--- src/rtl/uart_pkg.sv ---
// Shared UART definitions used by both the receiver and the transmitter.
//   ST_IDLE..ST_STOP : frame FSM state encoding
//   MID_START_TICK   : s_tick count that lands in the middle of the start bit
//   LAST_BIT_TICK    : s_tick count that ends one 16x-oversampled bit period
package uart_pkg;

    localparam logic [1:0] ST_IDLE  = 2'd0;
    localparam logic [1:0] ST_START = 2'd1;
    localparam logic [1:0] ST_DATA  = 2'd2;
    localparam logic [1:0] ST_STOP  = 2'd3;

    localparam logic [3:0] MID_START_TICK = 4'd7;
    localparam logic [3:0] LAST_BIT_TICK  = 4'd15;

endpackage

--- src/rtl/uart_receiver_sync.sv ---
// Two-flop synchronizer for the asynchronous serial line; both flops reset
// to 1 so that reset looks like an idle (high) line.
//   clk, reset_n : system clock, async active-low reset
//   d            : asynchronous input
//   q            : synchronized output, lags d by 2 clk
module rx_sync (
    input  logic clk,
    input  logic reset_n,
    input  logic d,
    output logic q
);

    logic meta;

    always_ff @(posedge clk or negedge reset_n) begin
        if (!reset_n) begin
            meta <= 1'b1;
            q    <= 1'b1;
        end else begin
            meta <= d;
            q    <= meta;
        end
    end

endmodule

--- src/rtl/uart_receiver.sv ---
// UART receiver with 16x oversampling: detects the start edge, samples
// each data bit in its middle (LSB first), checks the stop bit.
//   clk, reset_n  : system clock, async active-low reset
//   s_tick        : one-clk strobe at 16x baud
//   rx            : serial line (asynchronous, idle high)
//   rx_dout       : last received word, held until the next rx_done_tick
//   rx_done_tick  : one-clk pulse when a frame completes
//   frame_err     : valid with rx_done_tick; high when the stop bit was low
module uart_receiver
    import uart_pkg::*;
#(
    parameter int unsigned dbits   = 8,
    parameter int unsigned sb_tick = 16
) (
    input  logic             clk,
    input  logic             reset_n,
    input  logic             s_tick,
    input  logic             rx,
    output logic [dbits-1:0] rx_dout,
    output logic             rx_done_tick,
    output logic             frame_err
);

    // Tick counter is 4 bits for the data phase, widened so the stop
    // phase can count up to sb_tick-1 (e.g. 31 for two stop bits).
    localparam int unsigned SW = (sb_tick > 16) ? $clog2(sb_tick) : 4;
    localparam int unsigned NW = (dbits > 1) ? $clog2(dbits) : 1;

    logic             rx_s;
    logic [1:0]       state, state_next;
    logic [SW-1:0]    s, s_next;
    logic [NW-1:0]    n, n_next;
    logic [dbits-1:0] b, b_next;
    logic [dbits-1:0] rx_dout_next;
    logic             rx_done_tick_next;
    logic             frame_err_next;

    rx_sync u_rx_sync (
        .clk     (clk),
        .reset_n (reset_n),
        .d       (rx),
        .q       (rx_s)
    );

    // State and datapath registers
    always_ff @(posedge clk or negedge reset_n) begin
        if (!reset_n) begin
            state        <= ST_IDLE;
            s            <= '0;
            n            <= '0;
            b            <= '0;
            rx_dout      <= '0;
            rx_done_tick <= 1'b0;
            frame_err    <= 1'b0;
        end else begin
            state        <= state_next;
            s            <= s_next;
            n            <= n_next;
            b            <= b_next;
            rx_dout      <= rx_dout_next;
            rx_done_tick <= rx_done_tick_next;
            frame_err    <= frame_err_next;
        end
    end

    // Next-state and output logic
    always_comb begin
        state_next        = state;
        s_next            = s;
        n_next            = n;
        b_next            = b;
        rx_dout_next      = rx_dout;
        rx_done_tick_next = 1'b0;
        frame_err_next    = 1'b0;

        case (state)
            ST_IDLE: begin
                // Start detect is edge-driven, not gated by s_tick
                if (!rx_s) begin
                    s_next     = '0;
                    state_next = ST_START;
                end
            end
            ST_START: begin
                if (s_tick) begin
                    if (s == SW'(MID_START_TICK)) begin
                        if (!rx_s) begin
                            s_next     = '0;
                            n_next     = '0;
                            state_next = ST_DATA;
                        end else begin
                            // Line back high mid start bit: glitch
                            state_next = ST_IDLE;
                        end
                    end else begin
                        s_next = s + SW'(1);
                    end
                end
            end
            ST_DATA: begin
                if (s_tick) begin
                    if (s == SW'(LAST_BIT_TICK)) begin
                        s_next = '0;
                        b_next = {rx_s, b[dbits-1:1]};
                        if (n == NW'(dbits - 1)) begin
                            state_next = ST_STOP;
                        end else begin
                            n_next = n + NW'(1);
                        end
                    end else begin
                        s_next = s + SW'(1);
                    end
                end
            end
            ST_STOP: begin
                if (s_tick) begin
                    if (s == SW'(sb_tick - 1)) begin
                        rx_done_tick_next = 1'b1;
                        frame_err_next    = ~rx_s;
                        rx_dout_next      = b;
                        state_next        = ST_IDLE;
                    end else begin
                        s_next = s + SW'(1);
                    end
                end
            end
            default: state_next = ST_IDLE;
        endcase
    end

endmodule
--- config.mk ---
export PLATFORM = sky130hd
export DESIGN_NAME = uart_receiver
export DESIGN_NICKNAME = d
export VERILOG_FILES = /design/src/rtl/uart_pkg.sv /design/src/rtl/uart_receiver_sync.sv /design/src/rtl/uart_receiver.sv
export SDC_FILE = /design/constraint.sdc
export NUM_CORES = 1
export LEC_CHECK = 0
export ABC_AREA = 1
export ABC_CLOCK_PERIOD_IN_PS = 2670
export BUFFER_PORTS_ARGS = -buffer_cell sky130_fd_sc_hd__buf_4
export CORE_MARGIN = 5
export CORE_UTILIZATION = 36
export DETAILED_ROUTE_END_ITERATION = 10
export HOLD_SLACK_MARGIN = 0.06
export PLACE_DENSITY = 0.61
export REMOVE_ABC_BUFFERS = 1
export SYNTH_ARGS = -nofsm -noshare
export SYNTH_HDL_FRONTEND = slang
export SYNTH_SLANG_ARGS = --single-unit
--- constraint.sdc ---
create_clock -name clk -period 2.67 [get_ports clk]
set_clock_uncertainty 0.05 [all_clocks]
set_input_delay 0.267 -clock clk [delete_from_list [all_inputs] [get_ports clk]]
set_output_delay 0.267 -clock clk [all_outputs]
set_load 0.1 [all_outputs]
==> results <==
- The CTS clock-pin slew for the worst setup and hold paths is 60 ps.
- The starting density of the core is 36.5%.
- The endpoint arrival time on the critical path is 1600 ps.
- The average wire per standard cell is 10.5 um.
- The path class of the tightest hold or removal check is reg -> reg.
- For hold timing, the worst endpoint is u_rx_sync.q.
- The run finished with clean final reports.
- The proportion of layout cells with a drive suffix above 1 is 33.1%.
- The first global-routing pass estimated 4200 um of wire.
- The congestion estimate from routability-driven global placement came to 0.894.
- Across the VDD grid, the largest voltage drop is 0.000307 V.
- The number of enable flip-flop cells after synthesis is 0.
- The worst setup path is launched from a register.
- The average cell area after synthesis is 9.40 um^2.
- The mapped cell area is 1440 um^2.
- The number of max-cap violations is 0.
- The achievable frequency is 674 MHz.
- The number of nets in the layout is 178.
- The number of antenna violations at the first check in global routing was 0.
- Setup slack closes at 1190 ps.
- In this run the power density over the cells is 786 nW/um^2.
- The routed design could run at a clock period as short as 1480 ps.
- The HPWL after detailed placement is 1730 um.
- The critical path in this run is classified as reg -> reg.
- The number of failing hold endpoints at the final stage is 0.
- The count of inserted antenna diode cells is 0.
- In this run the tightest slew margin relative to its limit is 73.0%.
- The tightest hold path in the finished design has a slack of 306 ps.
- Of all nets on the critical path, the largest fanout is 4.
- The start point of the worst hold path is u_rx_sync.meta.
- The most repeated cell in the gate-level netlist after synthesis is sky130_fd_sc_hd__nand2_1.
- The main flop type after synthesis is sky130_fd_sc_hd__dfrtp_1.
- The count of vias placed by the detailed router is 995.
- The endpoint identified for the worst register-to-register timing path is n[0].
- Counting cells, the worst reg-to-reg path comes to 8.
- The length of the first detailed-routing pass in iterations is 4.
- The die footprint is 5360 um^2.
- The startpoint identified for the worst register-to-register timing path is s[0].
- The total count of max-transition violations in the final report is 0.
- Dividing the detail-routed via count by the number of cells gives 4.48.
- The worst path uses 55.5% of the clock period.
- The share of async-settable or async-resettable flops after synthesis is 100%.
- The die is 73.2 um tall.
- The clock tree from TritonCTS is done.
- The layout-stage area growth over the synthesis result is 17.0%.
- The aggregate routed wire length is 2340 um.
- In this run the clock root is driven by a sky130_fd_sc_hd__clkbuf_8.
- The data required time of the worst path is 2790 ps.
- Setup violations remaining at the end of the flow were counted as 0.
- The clock latency on the worst-skew pair is 280 ps.
- The leakage dissipation is 0.829 nW.
- The number of cells produced by synthesis is 153.
- For this run the aggregate overflow at the end of global routing stands at 0.
- In this run the deepest clock path goes through 2 buffers.
- STA classifies the critical path endpoint as a register.
- The first routing iteration left 51 violations.
- By count the netlist is led by sky130_fd_sc_hd__nand2_1 (51), sky130_fd_sc_hd__dfrtp_1 (27), sky130_fd_sc_hd__o21ai_2 (16).
- Summed over its instances, the top area cell type makes up 47.0% of the synthesized netlist area.
- Before CTS, the worst setup slack after placement is 1190 ps.
- The setup slack on the worst flop-to-flop path is 1190 ps.
- Clock tree synthesis inserted a total of 5 buffers.
- Input and output buffers added on the ports amount to 13.
- The number of flip-flops and latches in the synthesized netlist is 29.
- The maximum number of pins on one net before global-route repair is 30.
- The via count of the first global-routing pass is 977.
- The total number of placement rows is 23.
- During I/O placement, the number of pins put on the boundary was 14.
- The library cell with the largest summed area after synthesis is sky130_fd_sc_hd__dfrtp_1.
- In this run, distinct cell masters in the synthesized netlist total 25.
- For the final routed database, the setup TNS stands at 0 ps.
- The post-cts sizing count is 0.
- Counting instances, the worst hold path has a depth of 0.
- The total area inside the core boundary comes to 3940 um^2.
- The remaining antenna violation count is 0.
- Cells fill 42.7% of the core in the end.
- The overall track demand over capacity in global routing is 10.5%.
- Setup repair after global routing left no endpoint under its margin.
- The clock sink total is 29.
- The depth of the CTS H-tree is 2.
- The share of the yosys chip area belonging to registers is 50.6%.
- In the routed design, unresolved DRC markers number 0.
- During synthesis, Yosys emitted a total of 0 warnings.
- The actual transition at the worst max-transition pin is 405 ps.
- After synthesis, the cell types taking the most area are sky130_fd_sc_hd__dfrtp_1 (47%), sky130_fd_sc_hd__nand2_1 (13%), sky130_fd_sc_hd__o21ai_2 (9.7%).
- The width of the die is 73.2 um.
## repair_timing
item                                    4_1_cts  5_1_grt
setup buffers                                 0        0
endpoints found under the hold margin        28        0
endpoints found under the setup margin        0        0
hold buffers                                  2        0
## report_power, final
group	switching [mW]	internal [mW]	total [mW]
Clock	0.158	0.232	0.390
Combinational	0.219	0.126	0.346
Sequential	0.0913	0.495	0.587
Total	0.468	0.854	1.32
## logic make-up after synthesis
family,share of synthesized area [%]
buf+inv,6.96
xor+xnor,0.609
flops,50.6
compound gates,11.7
fa+ha+maj,2.61
simple gates,27.6
## critical path: stages (launching register included)
cell	delay, ps
sky130_fd_sc_hd__dfrtp_1	390
sky130_fd_sc_hd__ha_1	270
sky130_fd_sc_hd__nand3_1	130
sky130_fd_sc_hd__nand2_1	100
sky130_fd_sc_hd__nand2_1	60
sky130_fd_sc_hd__nor2_2	140
sky130_fd_sc_hd__nand2_1	110
sky130_fd_sc_hd__nand2_1	70
sky130_fd_sc_hd__nand2_1	50
## per-stage QoR
step | total power [mW] | area (um^2) | cells
floorplan | 0.860 | 1400 | 149
global placement | 0.928 | 1560 | 212
detailed placement | 0.940 | 1560 | 212
CTS | 1.34 | 1680 | 222
global route | 1.43 | 1680 | 222
finish | 1.32 | 1680 | 222
## layer usage
metal  vias to the layer above  track usage (%)  share of wire, %
li1                        518                -                 -
met1                       457             12.3                46
met2                        15             15.8                47
met3                         5             3.72               3.8
met4                         0             7.38               2.7
met5                         -                0                 0
## registers in the layout, summed over array words and instances, names as in the netlist, named ones only
name,count
frame_err,1
rx_done_tick,1
s,4
rx_dout,8
u_rx_sync.meta,1
u_rx_sync.q,1
n,3
state,1
b,8
## cell usage in the layout, fill, tap and decap left out
cell type / netlist / layout
sky130_fd_sc_hd__dfrtp_1: 27 / 27
sky130_fd_sc_hd__a21oi_1: 1 / 1
sky130_fd_sc_hd__clkbuf_8: 0 / 7
sky130_fd_sc_hd__nand2_1: 51 / 51
sky130_fd_sc_hd__inv_4: 1 / 1
sky130_fd_sc_hd__buf_4: 2 / 13
sky130_fd_sc_hd__o21ai_0: 1 / 1
sky130_fd_sc_hd__dlygate4sd3_1: 0 / 2
sky130_fd_sc_hd__inv_2: 2 / 2
sky130_fd_sc_hd__nand3b_1: 2 / 2
sky130_fd_sc_hd__clkinv_1: 1 / 1
sky130_fd_sc_hd__nand3_1: 8 / 8
sky130_fd_sc_hd__o21ai_2: 16 / 16
sky130_fd_sc_hd__nor2_2: 6 / 6
sky130_fd_sc_hd__xor2_1: 1 / 1
sky130_fd_sc_hd__inv_1: 12 / 12
sky130_fd_sc_hd__nand3_4: 1 / 1
sky130_fd_sc_hd__nor2_1: 3 / 3
sky130_fd_sc_hd__nand2_4: 2 / 2
sky130_fd_sc_hd__o21bai_1: 1 / 1
sky130_fd_sc_hd__clkinv_2: 0 / 1
sky130_fd_sc_hd__nor2_4: 2 / 2
sky130_fd_sc_hd__nand2_2: 3 / 3
sky130_fd_sc_hd__dfstp_2: 2 / 2
sky130_fd_sc_hd__nor2_8: 1 / 1
sky130_fd_sc_hd__o21ai_1: 2 / 2
sky130_fd_sc_hd__ha_1: 3 / 3
## worst max-delay path by stage
stage                   from          to  cells past startpoint
floorplan               s[0]  rx_dout[0]                      7
detailed placement      s[0]  rx_dout[0]                      7
global route            s[0]        n[0]                      8
global placement    state[0]        n[2]                      7
finish                  s[0]        n[0]                      8
CTS                     s[0]        n[0]                      8
## final cells by class
cell class | count | area, um^2
Clock inverter | 1 | 5.00
Inverter | 16 | 62.6
Multi-Input combinational cell | 104 | 611
Fill cell | 377 | 2260
Timing Repair Buffer | 15 | 118
Clock buffer | 7 | 96.3
Sequential cell | 29 | 728
Tap cell | 50 | 62.6
(Power assumes the default switching activity.)
